**src/rtl/sseg_pkg.sv**
```systemverilog
// ------------------------------------------------------------------------
// sseg_pkg : segment codes, conversion FSM states and helpers.  Rev 1.0
// ------------------------------------------------------------------------
`default_nettype none

package sseg_pkg;

  localparam int SEG_DP_BIT = 7;
  localparam logic [7:0] SEG_BLANK = 8'hFF;
  localparam logic [7:0] SEG_DASH  = 8'hBF;

  // Active-low patterns for 0..9; bit 7 (dp) is off in every entry.
  localparam logic [7:0] SEG_DIGIT [10] = '{
    8'hC0, 8'hF9, 8'hA4, 8'hB0, 8'h99,
    8'h92, 8'h82, 8'hF8, 8'h80, 8'h90
  };

  typedef enum logic [1:0] {
    ST_IDLE   = 2'd0,
    ST_CONV   = 2'd1,
    ST_COMMIT = 2'd2
  } conv_state_t;

  // Decimal digits needed to hold 2^w - 1.
  function automatic int bcd_digits(input int w);
    return (w * 30103) / 100000 + 1;
  endfunction

  function automatic logic [7:0] seg_encode(input logic [3:0] d);
    if (d <= 4'd9) return SEG_DIGIT[d];
    return SEG_DASH;
  endfunction

  function automatic logic [7:0] seg_pattern(input logic [3:0] d,
                                             input logic       ovf,
                                             input logic       blank,
                                             input logic       dp_on);
    logic [7:0] p;
    if (ovf)        p = SEG_DASH;
    else if (blank) p = SEG_BLANK;
    else            p = seg_encode(d);
    if (dp_on) p[SEG_DP_BIT] = 1'b0;
    return p;
  endfunction

endpackage

`default_nettype wire

```
**src/rtl/sseg_bin2bcd.sv**
```systemverilog
// ------------------------------------------------------------------------
// sseg_bin2bcd : sequential double-dabble converter, one bit per cycle.  Rev 1.0
// ------------------------------------------------------------------------
`default_nettype none

module sseg_bin2bcd
  import sseg_pkg::*;
#(
  parameter int BIN_W  = 14,
  parameter int DIGITS = 4
) (
  input  logic                  clk,
  input  logic                  rst_n,
  input  logic                  start,
  input  logic [BIN_W-1:0]      bin,
  output logic                  busy,
  output logic                  done,
  output logic [4*DIGITS-1:0]   bcd,
  output logic                  ovf
);

  localparam int NBCD = bcd_digits(BIN_W);
  localparam int SD   = (NBCD > DIGITS) ? NBCD : DIGITS;
  localparam int CW   = (BIN_W > 1) ? $clog2(BIN_W) : 1;

  conv_state_t           state;
  logic [4*SD-1:0]       bcd_r;
  logic [BIN_W-1:0]      bin_r;
  logic [CW-1:0]         step;

  logic [4*SD-1:0]       adj;
  logic [4*SD+BIN_W-1:0] sh;

  always_comb begin
    adj = bcd_r;
    for (int i = 0; i < SD; i++) begin
      if (bcd_r[4*i +: 4] >= 4'd5) adj[4*i +: 4] = bcd_r[4*i +: 4] + 4'd3;
    end
    sh = {adj, bin_r} << 1;
  end

  always_ff @(posedge clk) begin
    if (!rst_n) begin
      state <= ST_IDLE;
      busy  <= 1'b0;
      done  <= 1'b0;
      bcd_r <= '0;
      bin_r <= '0;
      step  <= '0;
    end else begin
      case (state)
        ST_IDLE: begin
          done <= 1'b0;
          if (start) begin
            bin_r <= bin;
            bcd_r <= '0;
            step  <= '0;
            busy  <= 1'b1;
            state <= ST_CONV;
          end
        end
        ST_CONV: begin
          bcd_r <= sh[4*SD+BIN_W-1:BIN_W];
          bin_r <= sh[BIN_W-1:0];
          step  <= step + CW'(1);
          if (step == CW'(BIN_W-1)) begin
            done  <= 1'b1;
            state <= ST_COMMIT;
          end
        end
        ST_COMMIT: begin
          done  <= 1'b0;
          busy  <= 1'b0;
          state <= ST_IDLE;
        end
        default: begin
          done  <= 1'b0;
          busy  <= 1'b0;
          state <= ST_IDLE;
        end
      endcase
    end
  end

  assign bcd = bcd_r[4*DIGITS-1:0];

  // Any nonzero digit beyond the displayable ones means value >= 10^DIGITS.
  if (SD > DIGITS) begin : g_ovf
    assign ovf = |bcd_r[4*SD-1:4*DIGITS];
  end else begin : g_no_ovf
    assign ovf = 1'b0;
  end

endmodule

`default_nettype wire

```
**src/rtl/sseg_mux_driver.sv**
```systemverilog
// ------------------------------------------------------------------------
// sseg_mux_driver : binary-to-7-segment multiplexed display driver.  Rev 1.0
// ------------------------------------------------------------------------
`default_nettype none

module sseg_mux_driver
  import sseg_pkg::*;
#(
  parameter int DIGITS      = 4,
  parameter int BIN_W       = 14,
  parameter int REFRESH_DIV = 12500
) (
  input  logic              clk,
  input  logic              rst_n,
  input  logic [BIN_W-1:0]  number,
  input  logic              load,
  input  logic [DIGITS-1:0] dp,
  input  logic              blank_lz,
  output logic              busy_o,
  output logic              ovf_o,
  output logic [7:0]        sseg_o,
  output logic [DIGITS-1:0] anodes_o
);

  localparam int IDX_W = (DIGITS > 1) ? $clog2(DIGITS) : 1;
  localparam int CNT_W = $clog2(REFRESH_DIV);

  logic                  conv_busy;
  logic                  conv_done;
  logic [4*DIGITS-1:0]   conv_bcd;
  logic                  conv_ovf;

  logic [DIGITS-1:0]     pend_dp;
  logic                  pend_blank;
  logic [DIGITS-1:0]     blank_mask;
  logic                  zero_above;

  logic [4*DIGITS-1:0]   disp_bcd;
  logic [DIGITS-1:0]     disp_dp;
  logic [DIGITS-1:0]     disp_blank;
  logic                  disp_ovf;

  logic [CNT_W-1:0]      cnt;
  logic [IDX_W-1:0]      idx;
  logic [IDX_W-1:0]      idx_nxt;
  logic                  wrap;
  logic                  active;
  logic [7:0]            pat [DIGITS];

  sseg_bin2bcd #(
    .BIN_W  (BIN_W),
    .DIGITS (DIGITS)
  ) u_conv (
    .clk   (clk),
    .rst_n (rst_n),
    .start (load),
    .bin   (number),
    .busy  (conv_busy),
    .done  (conv_done),
    .bcd   (conv_bcd),
    .ovf   (conv_ovf)
  );

  assign busy_o = conv_busy;
  assign ovf_o  = disp_ovf;

  // Attributes travel with the conversion so the commit is atomic.
  always_ff @(posedge clk) begin
    if (!rst_n) begin
      pend_dp    <= '0;
      pend_blank <= 1'b0;
    end else if (load && !conv_busy) begin
      pend_dp    <= dp;
      pend_blank <= blank_lz;
    end
  end

  always_comb begin
    blank_mask = '0;
    zero_above = 1'b1;
    for (int i = DIGITS - 1; i >= 1; i--) begin
      zero_above    = zero_above & (conv_bcd[4*i +: 4] == 4'd0);
      blank_mask[i] = pend_blank & zero_above;
    end
  end

  always_ff @(posedge clk) begin
    if (!rst_n) begin
      disp_bcd   <= '0;
      disp_dp    <= '0;
      disp_blank <= '0;
      disp_ovf   <= 1'b0;
    end else if (conv_done) begin
      disp_bcd   <= conv_bcd;
      disp_dp    <= pend_dp;
      disp_blank <= blank_mask;
      disp_ovf   <= conv_ovf;
    end
  end

  for (genvar g = 0; g < DIGITS; g++) begin : g_enc
    assign pat[g] = seg_pattern(disp_bcd[4*g +: 4], disp_ovf, disp_blank[g], disp_dp[g]);
  end

  always_comb begin
    wrap = (cnt == CNT_W'(REFRESH_DIV - 1));
    if (!wrap)                          idx_nxt = idx;
    else if (idx == IDX_W'(DIGITS - 1)) idx_nxt = '0;
    else                                idx_nxt = idx + IDX_W'(1);
  end

  // Segments refresh every cycle so a commit shows up without disturbing the scan.
  always_ff @(posedge clk) begin
    if (!rst_n) begin
      cnt      <= '0;
      idx      <= '0;
      active   <= 1'b0;
      sseg_o   <= SEG_BLANK;
      anodes_o <= '1;
    end else begin
      cnt <= wrap ? '0 : cnt + CNT_W'(1);
      idx <= idx_nxt;
      if (wrap) active <= 1'b1;
      if (active || wrap) begin
        sseg_o   <= pat[idx_nxt];
        anodes_o <= ~(DIGITS'(1) << idx_nxt);
      end
    end
  end

endmodule

`default_nettype wire

```
**config.mk**
```make
export PLATFORM = sky130hd
export DESIGN_NAME = sseg_mux_driver
export DESIGN_NICKNAME = d
export VERILOG_FILES = /design/src/rtl/sseg_pkg.sv /design/src/rtl/sseg_bin2bcd.sv /design/src/rtl/sseg_mux_driver.sv
export SDC_FILE = /design/constraint.sdc
export NUM_CORES = 1
export LEC_CHECK = 0
export BUFFER_PORTS_ARGS = -buffer_cell sky130_fd_sc_hd__buf_2
export CAP_MARGIN = 20
export CELL_PAD_IN_SITES_DETAIL_PLACEMENT = 1
export CELL_PAD_IN_SITES_GLOBAL_PLACEMENT = 1
export CORE_MARGIN = 2
export CORE_UTILIZATION = 50
export DETAILED_ROUTE_END_ITERATION = 8
export PLACE_DENSITY_LB_ADDON = 0.1
export SETUP_SLACK_MARGIN = 0.3
export SYNTH_ARGS = -nofsm -noshare
export SYNTH_HDL_FRONTEND = slang
export SYNTH_SLANG_ARGS = --single-unit
```
**constraint.sdc**
```tcl
create_clock -name clk -period 3.35 [get_ports clk]
set_clock_uncertainty 0.05 [all_clocks]
set_input_delay 0.5025 -clock clk [delete_from_list [all_inputs] [get_ports clk]]
set_output_delay 0.5025 -clock clk [all_outputs]
set_load 0.05 [all_outputs]
```
==> results of run 1 <==
worst max-delay path by stage:
stage / slack, ps / from / endpoint / depth (start not counted)
6_report: 760 / cnt[2] / sseg_o[0] / 5
5_1_grt: 490 / cnt[0] / sseg_o[6] / 6
4_1_cts: 750 / cnt[2] / sseg_o[0] / 5
3_5_place_dp: 780 / cnt[2] / sseg_o[0] / 5
3_3_place_gp: 810 / cnt[2] / sseg_o[0] / 5
2_1_floorplan: 1050 / cnt[2] / sseg_o[6] / 5
per-stage QoR:
stage	worst slack, ps	cell area (µm²)
3_3_place_gp	812	5700
6_report	756	5900
2_1_floorplan	1050	5430
4_1_cts	754	5900
3_5_place_dp	777	5700
5_1_grt	495	5900
where the power goes:
group          leakage (µW)  total (µW)  switching [µW]  internal, µW
Clock              0.000109         815             404           411
Combinational       0.00132         127            80.9          45.8
Sequential         0.000812        1230            21.8          1210
Total               0.00224        2180             507          1670
logic make-up after synthesis:
logic type	synth area share [%]
mux	6.57
buf+inv	4.61
flops	36.9
fa+ha+maj	8.76
compound gates	20.0
xor+xnor	2.74
simple gates	20.4
cells in the final DEF (no fill, tap or decap), types with 3 or more instances in the layout:
cell type  instances
mux2i_1           30
nand3_1           15
and3_1             8
clkbuf_8           9
a211oi_1           5
xnor2_1           11
a21oi_1           51
and2_1             4
mux2_2             4
a2bb2oi_1          3
o21ai_0           28
nor3b_1            5
buf_2             35
ha_1              38
inv_1             27
nand2b_1          12
nand3b_1           4
buf_4              9
o22ai_1            3
o221ai_1          17
nor3_1            19
nor2_1           109
dfxtp_1          100
o211ai_1           8
nor2b_1            6
nand4_1            4
a22oi_1           11
xor2_1             6
a31oi_1            6
o21bai_1           4
o31ai_1            4
nand2_1           29
clkinv_2           4
sequential cells by signal, summed over array words and instances, names as in the netlist:
name and flops:
ovf_o 1, disp_blank 3, cnt 14, sseg_o 8
u_conv.busy 1, anodes_o 4, disp_bcd 16, idx 2
u_conv.bcd_r 20, disp_dp 4, pend_blank 1, u_conv.done 1
pend_dp 4, active 1, u_conv.step 4, u_conv.bin_r 14
u_conv.state 2
critical path, cell delays in order, from the launching register on:
cell and delay (ps):
dfxtp_1 380, or4b_4 630, nor4_4 370, mux2_1 530
o221a_1 190, o32a_1 330
layout make-up:
class	instances	area share [%]
Timing Repair Buffer	44	4.11
Inverter	28	1.78
Clock buffer	9	2.10
Multi-Input combinational cell	481	53.8
Sequential cell	100	33.9
Tap cell	140	2.97
Clock inverter	6	1.36
per-layer routing:
layer,vias to the layer above,part of all wire [%],track usage (%)
met2,59,49,42.7
met4,0,0.97,5.68
met3,12,3.3,5.61
met5,-,0,0
li1,2319,-,-
met1,2243,46,31.3
==> results.json, run 1 <==
{
  "cts_buffer_depth": 2,
  "cts_hold_buf": 0,
  "whs_path_depth": 3,
  "drc": 0,
  "antenna_cells": 0,
  "tns_ps": 0,
  "synth_most_common_cell": "nor2_1",
  "ant_nets": 0,
  "regArea_um2": 2000,
  "grt_pass1_vias": 4637,
  "synth_cells": 646,
  "clk_pin_slew_ps": 90,
  "p_leak_uw": 0.00224,
  "maxSlewHeadroom_pct": 47.2,
  "clockRootBuffer": "clkbuf_8",
  "max_freq_mhz": 385,
  "cts_setup_buffers": 0,
  "multi_input_area_um2": 3170,
  "power.total_uw": 2180,
  "reg2reg_from": "cnt[2]",
  "min_from": "dp[0]",
  "core_area_um2": 10700,
  "fillerInstances": 1324,
  "place_hpwl_um": 9980,
  "cts_tree": "built",
  "final_cells": 808,
  "synth_area_leaders": "dfxtp_1, ha_1, nor2_1, mux2i_1, a21oi_1",
  "firstDrtPassIters": 4,
  "die_x_um": 108,
  "die_h_um": 108,
  "setup_violations": 0,
  "antenna_found_initial": 0,
  "htree_num_levels": 3,
  "start_kind": "flip-flop",
  "place.gp.congestion": 0.886,
  "vias": 4633,
  "yosysTopAreaCellShare_pct": 36.9,
  "syn_nets": 706,
  "finalMaxSlewViolations": 0,
  "dieArea_um2": 11700,
  "r2r-end": "sseg_o[0]",
  "ys_top_cells_by_count": "nor2_1, dfxtp_1, a21oi_1",
  "status": "finished clean",
  "syn-cell-area_um2": 5430,
  "wl_um": 13700,
  "syn_avg_cell_area_um2": 8.40,
  "period_share_pct": 77.4,
  "worstSkewPairLatency_ps": 380,
  "cp_data_required_time_ps": 3570,
  "initial_core_util_pct": 50.7,
  "max_slew.worst_pin.slew_ps": 783,
  "port_buffers": 35,
  "track_usage_pct": 24.7,
  "gr-total-overflow": 0,
  "grt_start_max_net_pins": 55,
  "grt_pass1_wl_um": 22800,
  "yosysSeqAreaShare_pct": 36.9,
  "ys.warnings.count": 0,
  "io_pins": 36,
  "rr_worst_depth": 5,
  "ys.flop_type": "dfxtp_1",
  "crit_path_max_fanout": 11,
  "syn2layout_area_growth_pct": 8.78,
  "final_core_util_pct": 55.2,
  "cts_resized": 0,
  "ys_ff_latch": 100,
  "hold_path_end": "pend_dp[0]",
  "rsz0062_at_grt": "no",
  "path_class": "flip-flop to flip-flop",
  "rows": 38,
  "rrSetupSlack_ps": 760,
  "hold_violations": 0,
  "placed_cells": 793,
  "hp-class": "input pin to flip-flop",
  "synth_top_area_cell": "dfxtp_1",
  "power.density_nw_per_um2": 369,
  "cts-buffers-inserted": 9,
  "drtIter0Drc": 193,
  "crit_arrival_ps": 2810,
  "cp-end-kind": "flip-flop",
  "max-cap-violations": 0,
  "fin_crit_ps": 2590,
  "routedWlPerCell_um": 17.0,
  "vias_per_cell": 5.73,
  "synth_edf_count": 0,
  "ir_worst_vdd_mv": 0.377,
  "hold_slack_ps": 307,
  "clock_sinks": 100,
  "ys_async_sr_fraction_pct": 0,
  "synth_cell_type_count": 62,
  "drive_gt1_share_pct": 11.4,
  "layout.nets": 724
}
Note: power is estimated with default switching activity, not from simulation.
==> run 2: changes to the inputs <==
CORE_UTILIZATION = 42   (was 50)
clock period = 2.3 ns   (was 3.35 ns; I/O delays follow)
==> run 2 against run 1 <==
  * Register-to-register slack worse by 730 ps
  * Clock power is 95% higher
  * Worst setup slack worse by 730 ps
  * Combinational power is 59% higher
  * Sequential share of layout area is 2.5 points lower
  * Flip-flop and latch count stayed put
  * First-iteration DRC count is 5.7% higher
  * Worst hold slack worse by 130 ps
  * Sequential power is 46% higher
  * Maximum frequency is 14% higher
  * Wire length is 7.4% higher
  * Clock-buffer cell count is 1 higher
  * Critical path type unchanged
  * Critical endpoint is now sseg_o[7]
  * Largest cell class unchanged
==> results.json, run 2 (same netlist as run 1, synthesis figures left out) <==
{
  "status": "finished clean",
  "drive_gt1_share_pct": 17.5,
  "ir_worst_vdd_mv": 0.480,
  "mostFrequentLayoutCells": "nor2_1, dfxtp_1, a21oi_1",
  "final_common_cell": "nor2_1",
  "clockRootBuffer": "clkbuf_16",
  "top_regs": "u_conv.bcd_r (20), disp_bcd (16)",
  "crit_buf_inv": 3,
  "crit_arrival_ps": 2510,
  "htree_num_levels": 3,
  "wl_um": 14700,
  "p_int_uw": 2730,
  "path_class": "flip-flop to flip-flop",
  "cts_tree": "built",
  "power.density_nw_per_um2": 562,
  "grt_pass1_vias": 4889,
  "initial_core_util_pct": 43.0,
  "sw_frac_of_total_pct": 24.0,
  "dieArea_um2": 13800,
  "place_hpwl_um": 10500,
  "rows": 41,
  "maxSlewHeadroom_pct": 54.8,
  "fin_crit_ps": 2270,
  "cp_data_required_time_ps": 2540,
  "crit_path_max_fanout": 8,
  "cts_hold_buf": 0,
  "io_pins": 36,
  "max_freq_mhz": 440,
  "antenna_cells": 0,
  "firstDrtPassIters": 4,
  "routedWlPerCell_um": 17.0,
  "max-cap-violations": 0,
  "power.total_uw": 3590,
  "drtIter0Drc": 204,
  "drc": 0,
  "largest_register_ffs": 20,
  "finalMaxSlewViolations": 0,
  "place.gp.congestion": 0.891,
  "track_usage_pct": 21.6,
  "p_leak_uw": 0.00246,
  "tns_ps": 0,
  "grt_pass1_wl_um": 24400,
  "die_x_um": 118,
  "port_buffers": 35,
  "vias_per_cell": 5.57,
  "die_h_um": 118,
  "clk_pin_slew_ps": 70,
  "setup_violations": 0,
  "pwr-share-comb_pct": 5.6,
  "cts_buffer_depth": 2,
  "max_stage_delay_ps": 590,
  "worstSkewPairLatency_ps": 360,
  "ant_nets": 0,
  "vias": 4836,
  "antenna_found_initial": 0,
  "clock_sinks": 100,
  "hold_violations": 0,
  "max_slew.worst_pin.slew_ps": 677,
  "slowest_stage": "or4b_4",
  "cp-end-kind": "flip-flop",
  "layout.nets": 751,
  "grt_start_max_net_pins": 56,
  "gr-total-overflow": 0,
  "core_area_um2": 12600,
  "p_seq_share_pct": 50.0,
  "largest_register": "u_conv.bcd_r",
  "cts-buffers-inserted": 9,
  "start_kind": "flip-flop",
  "crit_family": "simple AND/OR/NAND/NOR gates",
  "clockPowerShare_pct": 44.3,
  "hp-class": "input pin to flip-flop",
  "syn2layout_area_growth_pct": 17.7,
  "worstPathCellList": "or4b_4 > nor4_4 > buf_4 > mux2i_2 > buf_6 > buf_12 > a211o_1 > a31oi_1",
  "rsz0062_at_grt": "yes",
  "p_sw_uw": 863,
  "fillerInstances": 1529,
  "period_share_pct": 98.8
}
==> run 2: changes by cell type in the layout (fill, tap and decap cells not counted), sizes merged <==
cell | before | now
bufinv | 2 | 1
clkbuf | 9 | 10
buf | 44 | 71
clkinv | 4 | 3
clkinvlp | 0 | 1
inv | 28 | 29
==> run 2: final cells by class <==
| type | instances | area, µm² | share of cell area, % |
|---|---|---|---|
| tap | 172 | 215 | 3.37 |
| multi-input combinational | 481 | 3250 | 50.8 |
| inverter | 28 | 105 | 1.65 |
| clock inverter | 6 | 71.3 | 1.12 |
| sequential | 100 | 2010 | 31.4 |
| timing repair buffer | 71 | 505 | 7.91 |
| clock buffer | 10 | 239 | 3.74 |
==> run 2: metrics by stage <==
| stage | hold WS (ps) | instances | setup WS, ps | utilization, % | area (µm²) |
|---|---|---|---|---|---|
| 4_1_cts | 161 | 868 | 15.3 | 50.3 | 6350 |
| 3_5_place_dp | 415 | 844 | 3.52 | 46.8 | 5910 |
| 5_1_grt | 190 | 868 | -30.9 | 50.6 | 6390 |
| 6_report | 174 | 868 | 28.1 | 50.6 | 6390 |
| 2_1_floorplan | 380 | 646 | 66.7 | - | 5450 |
| 3_3_place_gp | 425 | 844 | 69.8 | 46.8 | 5910 |
==> run 2: worst paths after layout <==
path / from / to / slack [ps] / cells past startpoint
hold / removal: dp[2] / pend_dp[2] / 170 / 3
setup reg to reg: cnt[5] / sseg_o[7] / 30 / 8
setup / recovery: cnt[5] / sseg_o[7] / 30 / 8
hold reg to reg: sseg_o[0] / sseg_o[0] / 430 / 1
==> run 2: layer usage <==
metal	share of wire (%)	wire length (µm)	track usage, %	vias up
li1	-	-	-	2380
met1	47	6900	26.8	2372
met3	3.0	446	5.52	22
met2	48	7090	36.2	62
met5	0	0	0	-
met4	2.0	296	7.83	0
==> run 2: power groups by stage <==
| stage | combinational [µW] | sequential (µW) | clock, µW |
|---|---|---|---|
| floorplan | 125 | 1830 | 0 |
| global placement | 195 | 1830 | 0 |
| detailed placement | 203 | 1840 | 0 |
| CTS | 204 | 1800 | 1630 |
| global route | 228 | 1800 | 1700 |
| finish | 202 | 1800 | 1590 |
==> run 2: what timing repair did <==
| action | in CTS | in global routing |
|---|---|---|
| pin swaps | 12 | 6 |
| gates resized for setup | 16 | 9 |
| setup endpoints to repair | 13 | 14 |
| buffers inserted | 8 | 0 |
==> run 2: worst register-to-register path, stage by stage, from the launching register on <==
cell	delay, ps
dfxtp_2	320
or4b_4	590
nor4_4	340
buf_4	180
mux2i_2	70
buf_6	150
buf_12	130
a211o_1	210
a31oi_1	160
